`config.mk`:
```
export PLATFORM = sky130hd
export DESIGN_NAME = bin2bcd_seq
export DESIGN_NICKNAME = d
export VERILOG_FILES = /design/src/rtl/bin2bcd_pkg.sv /design/src/rtl/bcd_add3.sv /design/src/rtl/bin2bcd_seq.sv
export SDC_FILE = /design/constraint.sdc
export NUM_CORES = 1
export LEC_CHECK = 0
export CORE_MARGIN = 2
export CORE_UTILIZATION = 36
export DETAILED_ROUTE_END_ITERATION = 16
export GPL_TIMING_DRIVEN = 0
export HOLD_SLACK_MARGIN = 0.08
export PLACE_DENSITY_LB_ADDON = 0.1
export SLEW_MARGIN = 15
export SYNTH_ARGS = -nofsm -noshare
export SYNTH_HDL_FRONTEND = slang
export SYNTH_SLANG_ARGS = --single-unit
```
`constraint.sdc`:
```
create_clock -name clk -period 1.5 [get_ports clk]
set_input_delay 0.225 -clock clk [delete_from_list [all_inputs] [get_ports clk]]
set_output_delay 0.225 -clock clk [all_outputs]
set_load 0.02 [all_outputs]
```
`src/rtl/bin2bcd_pkg.sv`:
```
// Shared types and constants for the sequential binary-to-BCD converter.
// Holds the FSM state enum, default sizing and the saturation pattern.
package bin2bcd_pkg;

    typedef enum logic {
        IDLE,
        SHIFT
    } state_t;

    localparam int DEF_BIN_W  = 14;
    localparam int DEF_DIGITS = 4;

    // Integer power of ten, used to derive the largest displayable value.
    function automatic int unsigned pow10(input int n);
        int unsigned p;
        p = 1;
        for (int i = 0; i < n; i++) begin
            p = p * 10;
        end
        return p;
    endfunction

    localparam int unsigned MAX_VAL = pow10(DEF_DIGITS) - 1;

    localparam logic [4*DEF_DIGITS-1:0] ALL_NINES = {DEF_DIGITS{4'h9}};

endpackage

```
`src/rtl/bcd_add3.sv`:
```
// Double-dabble nibble adjust: values of 5..15 get +3, others pass through.
// Ports: value (4-bit BCD nibble in), result (adjusted nibble out).
module bcd_add3 (
    input  logic [3:0] value,
    output logic [3:0] result
);

    assign result = (value >= 4'd5) ? value + 4'd3 : value;

endmodule

```
`src/rtl/bin2bcd_seq.sv`:
```
// Sequential shift-and-add-3 binary-to-BCD converter feeding the display.
// Ports: clk, reset (sync, active-low), start, bin -> busy, done, bcd, overflow.
module bin2bcd_seq
    import bin2bcd_pkg::*;
#(
    parameter int BIN_W  = DEF_BIN_W,
    parameter int DIGITS = DEF_DIGITS
) (
    input  logic                  clk,
    input  logic                  reset,
    input  logic                  start,
    input  logic [BIN_W-1:0]      bin,
    output logic                  busy,
    output logic                  done,
    output logic [4*DIGITS-1:0]   bcd,
    output logic                  overflow
);

    localparam int BCD_W = 4 * DIGITS;
    localparam int W     = BCD_W + BIN_W;
    localparam int CNT_W = (BIN_W > 1) ? $clog2(BIN_W) : 1;

    localparam logic [CNT_W-1:0] LAST  = CNT_W'(BIN_W - 1);
    localparam int unsigned      LIMIT = pow10(DIGITS) - 1;
    localparam logic [BCD_W-1:0] NINES = {DIGITS{4'h9}};

    state_t           state;
    logic [W-1:0]     work;
    logic [W-1:0]     adj;
    logic [W-1:0]     shifted;
    logic [CNT_W-1:0] cnt;
    logic             ovf_pending;

    // Only the BCD nibbles are adjusted; the binary tail passes through.
    assign adj[BIN_W-1:0] = work[BIN_W-1:0];

    for (genvar d = 0; d < DIGITS; d++) begin : g_adj
        bcd_add3 u_add3 (
            .value  (work[BIN_W+4*d +: 4]),
            .result (adj[BIN_W+4*d +: 4])
        );
    end

    assign shifted = {adj[W-2:0], 1'b0};

    always_ff @(posedge clk) begin
        if (!reset) begin
            state       <= IDLE;
            work        <= '0;
            cnt         <= '0;
            ovf_pending <= 1'b0;
            busy        <= 1'b0;
            done        <= 1'b0;
            bcd         <= '0;
            overflow    <= 1'b0;
        end else begin
            done <= 1'b0;
            unique case (state)
                IDLE: begin
                    if (start) begin
                        work        <= {{BCD_W{1'b0}}, bin};
                        cnt         <= '0;
                        busy        <= 1'b1;
                        ovf_pending <= (32'(bin) > LIMIT);
                        state       <= SHIFT;
                    end
                end
                SHIFT: begin
                    work <= shifted;
                    cnt  <= cnt + 1'b1;
                    if (cnt == LAST) begin
                        // Final shift lands the result; out-of-range inputs saturate.
                        bcd      <= ovf_pending ? NINES : shifted[W-1 -: BCD_W];
                        overflow <= ovf_pending;
                        done     <= 1'b1;
                        busy     <= 1'b0;
                        state    <= IDLE;
                    end
                end
            endcase
        end
    end

endmodule

```
==> out/qor.csv, run 1 <==
metric,value,unit
DP Wirelength,4.357,mm
Fmax achieved,690.6,MHz
total negative setup slack,0,ns
Area contributors post-synth,"dfxtp_1 (43%), mux2i_1 (7.0%), ha_1 (4.9%), o211a_1 (4.7%), nand2_1 (3.6%)",
Synth Net Count,300,
number of global-route vias before repair,1959,
status,finished clean,
Root Buffer,clkbuf_8,
global route overflow,0,
H-tree Lvls,2,
RSZ-0062 raised after global routing,yes,
clock-pin slew on the worst setup and hold paths,0.09,ns
WS Path Type,reg -> reg,
final WL,6.194,mm
Final Max Tran Viols,0,
register area share after synthesis,0.4280,
CTS tree,built,
share of layout cells above drive strength 1,0.2025,
Final setup violation count,0,
Non-Filler Instances,412,
Syn Inst Count,273,
Initial Utilization,0.3745,
CTS Buf Count,5,
leakage power,1.567,nW
minimum clock period,1.448,ns
Die ar.,7838,um^2
Layout Area Growth over Synthesis,28.06,%
worst-margin pin slew,0.5119,ns
CP endpoint kind,register,
"Distinct cells, synth",38,
largest net degree at the start of global routing,16,
placed inst area,3033,um^2
initial antenna violation count,0,
period utilization,0.9654,
CP max FO,5,
Detail Route Antenna Nets,0,
Netlist Area Pre-Place,2572,um^2
diode count,0,
WL per Instance,15.03,um
reg-to-reg setup timing slack,0.05,ns
routed vias/inst,5.092,
iteration-0 DRC count of the detailed router,86,
Worst Path Required,1.72,ns
Async SR Flop Fraction,0,
clock buffer depth,2,
Port Buffers,34,
Rows,30,
Die Ht,88.53,um
most instantiated cells after synthesis,"dfxtp_1 (55), nand2_1 (25), mux2i_1 (18)",
Top Ports,36,
Post-synth top flop,dfxtp_1,
Pwr per Cell Area,800.2,nW/um^2
yosys warns,0,
# hold bufs at CTS,0,
Rel. slew slack,0.6587,
Max IR drop VDD,0.0003665,V
final hold violation count,0,
gp weighted congestion,0.7970,
Final Net Count,343,
Max Cap Viol,0,
global-route wire length before repair,9.984,mm
GR Util All Layers,0.1672,
top-count cell post-synth,dfxtp_1,
Critical Path Source Type,register,
HP Class,in -> reg,
fin area,3294,um^2
clock skew,0.005401,ns
Sink Count,55,
CORE AREA,6869,um^2
Inst Count DP,403,
worst skew pair latency,0.31,ns
share of the synthesized area in the top cell type,0.4280,
syn avg cell area,9.423,um^2
Remaining DRCs,0,
CP arrival,1.67,ns
via count,2098,
first drt pass iteration count,4,
synthesis-stage register bit count,55,
cell taking the most area after synthesis,dfxtp_1,
die width,88.53,um
number of synthesized flops with an enable pin,0,
## cell type report
class	instances	area, um^2
Timing Repair Buffer	36	381.6
Clock buffer	6	82.58
Sequential cell	55	1114
Clock inverter	1	5.005
Inverter	11	46.29
Multi-Input combinational cell	187	1443
Fill cell	677	3575
Buffer	20	102.6
Tap cell	96	120.1
## final timing paths
path / from / to / cells past startpoint
hold reg to reg: busy / busy / 2
setup / recovery: work[26] / work[27] / 6
setup reg to reg: work[26] / work[27] / 6
hold / removal: start / state / 3
## placed cells by master, fill, tap and decap left out, types with 3 or more instances in the layout
| master | instances |
|---|---|
| clkbuf_2 | 4 |
| clkdlybuf4s50_1 | 16 |
| a31o_2 | 7 |
| o21ai_0 | 12 |
| clkbuf_8 | 6 |
| nand3_1 | 5 |
| nor3_1 | 7 |
| mux2i_1 | 15 |
| nor2b_1 | 7 |
| nor2_1 | 8 |
| o32ai_1 | 3 |
| dlygate4sd2_1 | 5 |
| a21oi_4 | 3 |
| clkbuf_1 | 4 |
| dfxtp_1 | 47 |
| dfxtp_2 | 7 |
| a32o_1 | 7 |
| nor3b_1 | 12 |
| dlymetal6s2s_1 | 13 |
| ha_1 | 7 |
| o221a_2 | 4 |
| nand2_1 | 25 |
| o211a_1 | 12 |
| buf_4 | 3 |
| inv_2 | 3 |
| inv_1 | 6 |
| a21oi_1 | 12 |
| and2_1 | 3 |
| buf_2 | 9 |
| nand2b_1 | 9 |
## what timing repair did
item,4_1_cts,5_1_grt
cloned,0,0
buffers inserted,1,1
resized for setup,16,47
pin swaps,4,11
setup endpoints to repair,27,45
hold endpoints to repair,0,0
## logic make-up (layout without fill, tap and decap cells)
| family | count (synthesis) | count (layout) | synth area share |
|---|---|---|---|
| flip-flops | 55 | 55 | 0.4280 |
| AO/OA/AOI/OAI | 70 | 70 | 0.2067 |
| multiplexers | 18 | 18 | 0.07004 |
| adder cells (fa/ha/maj) | 10 | 10 | 0.04864 |
| buffers and inverters | 31 | 74 | 0.05204 |
| AND/OR/NAND/NOR | 86 | 86 | 0.1843 |
| XOR/XNOR | 3 | 3 | 0.01022 |
## per-layer routing
| layer | up-vias | part of all wire | routed length [um] | GRT usage |
|---|---|---|---|---|
| met5 | - | 0 | 0 | 0 |
| met4 | 0 | 0.0053 | 33 | 0.04132 |
| met3 | 2 | 0.055 | 343 | 0.03078 |
| met2 | 39 | 0.45 | 2778 | 0.2550 |
| met1 | 984 | 0.49 | 3038 | 0.2445 |
| li1 | 1073 | - | - | - |
## flip-flops by register name, indices dropped and copies added (netlist names)
| signal | flops |
|---|---|
| state | 1 |
| overflow | 1 |
| busy | 1 |
| cnt | 4 |
| work | 30 |
| done | 1 |
| bcd | 16 |
| ovf_pending | 1 |
## per-stage QoR
step	utilization	hold WS, ns	setup WS, ns	total power (W)
floorplan	-	0.3722	0.06377	0.001726
global placement	0.4415	0.4643	-0.3313	0.001830
detailed placement	0.4415	0.4680	-0.3352	0.001832
CTS	0.4581	0.3278	0.0002760	0.002660
global route	0.4796	0.3425	-0.06232	0.002750
finish	0.4796	0.3336	0.05195	0.002636
## power by group
part           switching (W)  internal [W]  total, W  leakage [nW]
clock               0.000473      0.000364  0.000836        0.0470
sequential         0.0000234       0.00150   0.00152         0.451
combinational       0.000151      0.000126  0.000277          1.07
## critical path: stages (launching register included)
cell      delay (ns)
dfxtp_4         0.39
inv_4           0.05
ha_4            0.16
nand2b_4        0.07
a21oi_4         0.07
or4b_1          0.53
o311ai_1        0.08
(Power assumes the default switching activity.)
==> run 2: changes to the inputs <==
- PLACE_DENSITY_LB_ADDON: 0.1 -> unset
- clock period: 1.5 -> 1.8 ns (I/O delays scaled with it)
==> out/qor.csv, run 2 (synthesis gave the netlist of run 1 again) <==
metric,value,unit
"commonest cells after routing, fill and taps aside","dfxtp_1 (55), clkdlybuf4s50_1 (34), nand2_1 (25)",
RSZ-0062 raised after global routing,no,
reg2reg end,bcd[12],
HP Class,in -> reg,
Remaining DRCs,0,
global route overflow,0,
Max Cap Viol,0,
hold-critical path endpoint,state,
Die ar.,7838,um^2
CP arrival,1.83,ns
Post CTS Setup Buffer Count,0,
"Critical Path, Cell by Cell",ha_1 > nand4_1 > buf_2 > nor2_2 > a21oi_1,
fillers,686,
die width,88.53,um
clock skew,0.009633,ns
Sink Count,55,
"most common cell after layout, fill and taps aside",dfxtp_1,
Critical Path Source Type,register,
GR Util All Layers,0.1642,
CP peak stage delay,0.41,ns
Detail Route Antenna Nets,0,
FF-to-FF path depth,5,
Inst Count DP,403,
fin area,3123,um^2
# hold bufs at CTS,0,
via count,2078,
Non-Filler Instances,410,
H-tree Lvls,2,
CORE AREA,6869,um^2
initial antenna violation count,0,
first drt pass iteration count,4,
Port Buffers,34,
worst-margin pin slew,0.5453,ns
Worst Path Required,2.00,ns
CP max FO,10,
final WL,5.854,mm
diode count,0,
Final Max Tran Viols,0,
WS Path Type,reg -> reg,
Max IR drop VDD,0.0002543,V
Fmax achieved,610.8,MHz
worst r2r src,cnt[0],
biggest regs,"work: 30 flops, bcd: 16 flops, cnt: 4 flops",
number of global-route vias before repair,1937,
Initial Utilization,0.3745,
final hold violation count,0,
Die Ht,88.53,um
slowest CP cell,dfxtp_1,
DP Wirelength,4.217,mm
Final setup violation count,0,
worst skew pair latency,0.31,ns
leakage power,1.265,nW
Top Ports,36,
minimum clock period,1.637,ns
WL per Instance,14.28,um
routed vias/inst,5.068,
largest net degree at the start of global routing,16,
Rel. slew slack,0.6365,
status,finished clean,
global-route wire length before repair,9.784,mm
critical hold path startpoint,start,
CP endpoint kind,register,
gp weighted congestion,0.8302,
period utilization,0.9096,
hold path cells,3,
fin worst setup slack,0.1627,ns
pre-CTS WS,-0.1020,ns
CTS tree,built,
Pwr per Cell Area,702.6,nW/um^2
Rows,30,
Layout Area Growth over Synthesis,21.40,%
Largest register FFs,30,
placed inst area,3033,um^2
iteration-0 DRC count of the detailed router,126,
reg-to-reg setup timing slack,0.16,ns
clock buffer depth,2,
hold slack final,0.3756,ns
share of layout cells above drive strength 1,0.1083,
Finished Core Util,0.4546,
clock-pin slew on the worst setup and hold paths,0.09,ns
Biggest register,work,
Final Net Count,341,
CTS Buf Count,5,
Root Buffer,clkbuf_8,
run 2: cell count changes in the layout (fill, tap and decap cells not counted), moves of 5 or more:
cell / change
dlygate4sd2_1: -5
dlymetal6s2s_1: -13
clkdlybuf4s50_1: +18
dfxtp_1: +8
dfxtp_2: -7
run 2: repair_timing:
item,CTS,global route
endpoints found under the hold margin,0,0
endpoints found under the setup margin,0,3
gates resized for setup,0,1
run 2: layer usage:
| layer | GRT usage | wire [um] |
|---|---|---|
| met2 | 0.2365 | 2492 |
| met3 | 0.02239 | 221 |
| met5 | 0 | 0 |
| met1 | 0.2478 | 3045 |
| met4 | 0.06198 | 95 |
run 2: how the worst max path moves through the flow:
| stage | start | endpoint | depth (start not counted) |
|---|---|---|---|
| 2_1_floorplan | work[26] | work[27] | 6 |
| 3_3_place_gp | reset | work[26] | 5 |
| 3_5_place_dp | reset | work[26] | 5 |
| 4_1_cts | cnt[0] | bcd[12] | 5 |
| 5_1_grt | cnt[0] | bcd[8] | 5 |
| 6_report | cnt[0] | bcd[12] | 5 |
run 2: metrics by stage:
stage	total power (W)	setup TNS, ns
2_1_floorplan	0.001438	0
4_1_cts	0.002222	0
3_3_place_gp	0.001525	-0.4717
3_5_place_dp	0.001526	-0.4046
5_1_grt	0.002289	0
6_report	0.002194	0
run 2: worst max-delay path: cells and delay by family (launching register included):
family	cells	cell delay, ns
AO/OA/AOI/OAI	1	0.09
adder cells (fa/ha/maj)	1	0.19
AND/OR/NAND/NOR	2	0.52
buffers and inverters	1	0.32
flip-flops	1	0.41
run 2: area by class of cell:
type	instances	area [um^2]	share of cell area
Multi-Input combinational cell	187	1340	0.4291
Inverter	11	41.29	0.01322
Timing Repair Buffer	34	340.3	0.1090
Tap cell	96	120.1	0.03846
Clock inverter	1	5.005	0.001603
Buffer	20	92.59	0.02965
Clock buffer	6	82.58	0.02644
Sequential cell	55	1101	0.3526
run 2: where the power goes:
part	switching [W]	internal [W]	total [W]
registers	0.0000201	0.00125	0.00127
clock network	0.000394	0.000303	0.000697
logic	0.000124	0.000103	0.000227
total	0.000538	0.00166	0.00219
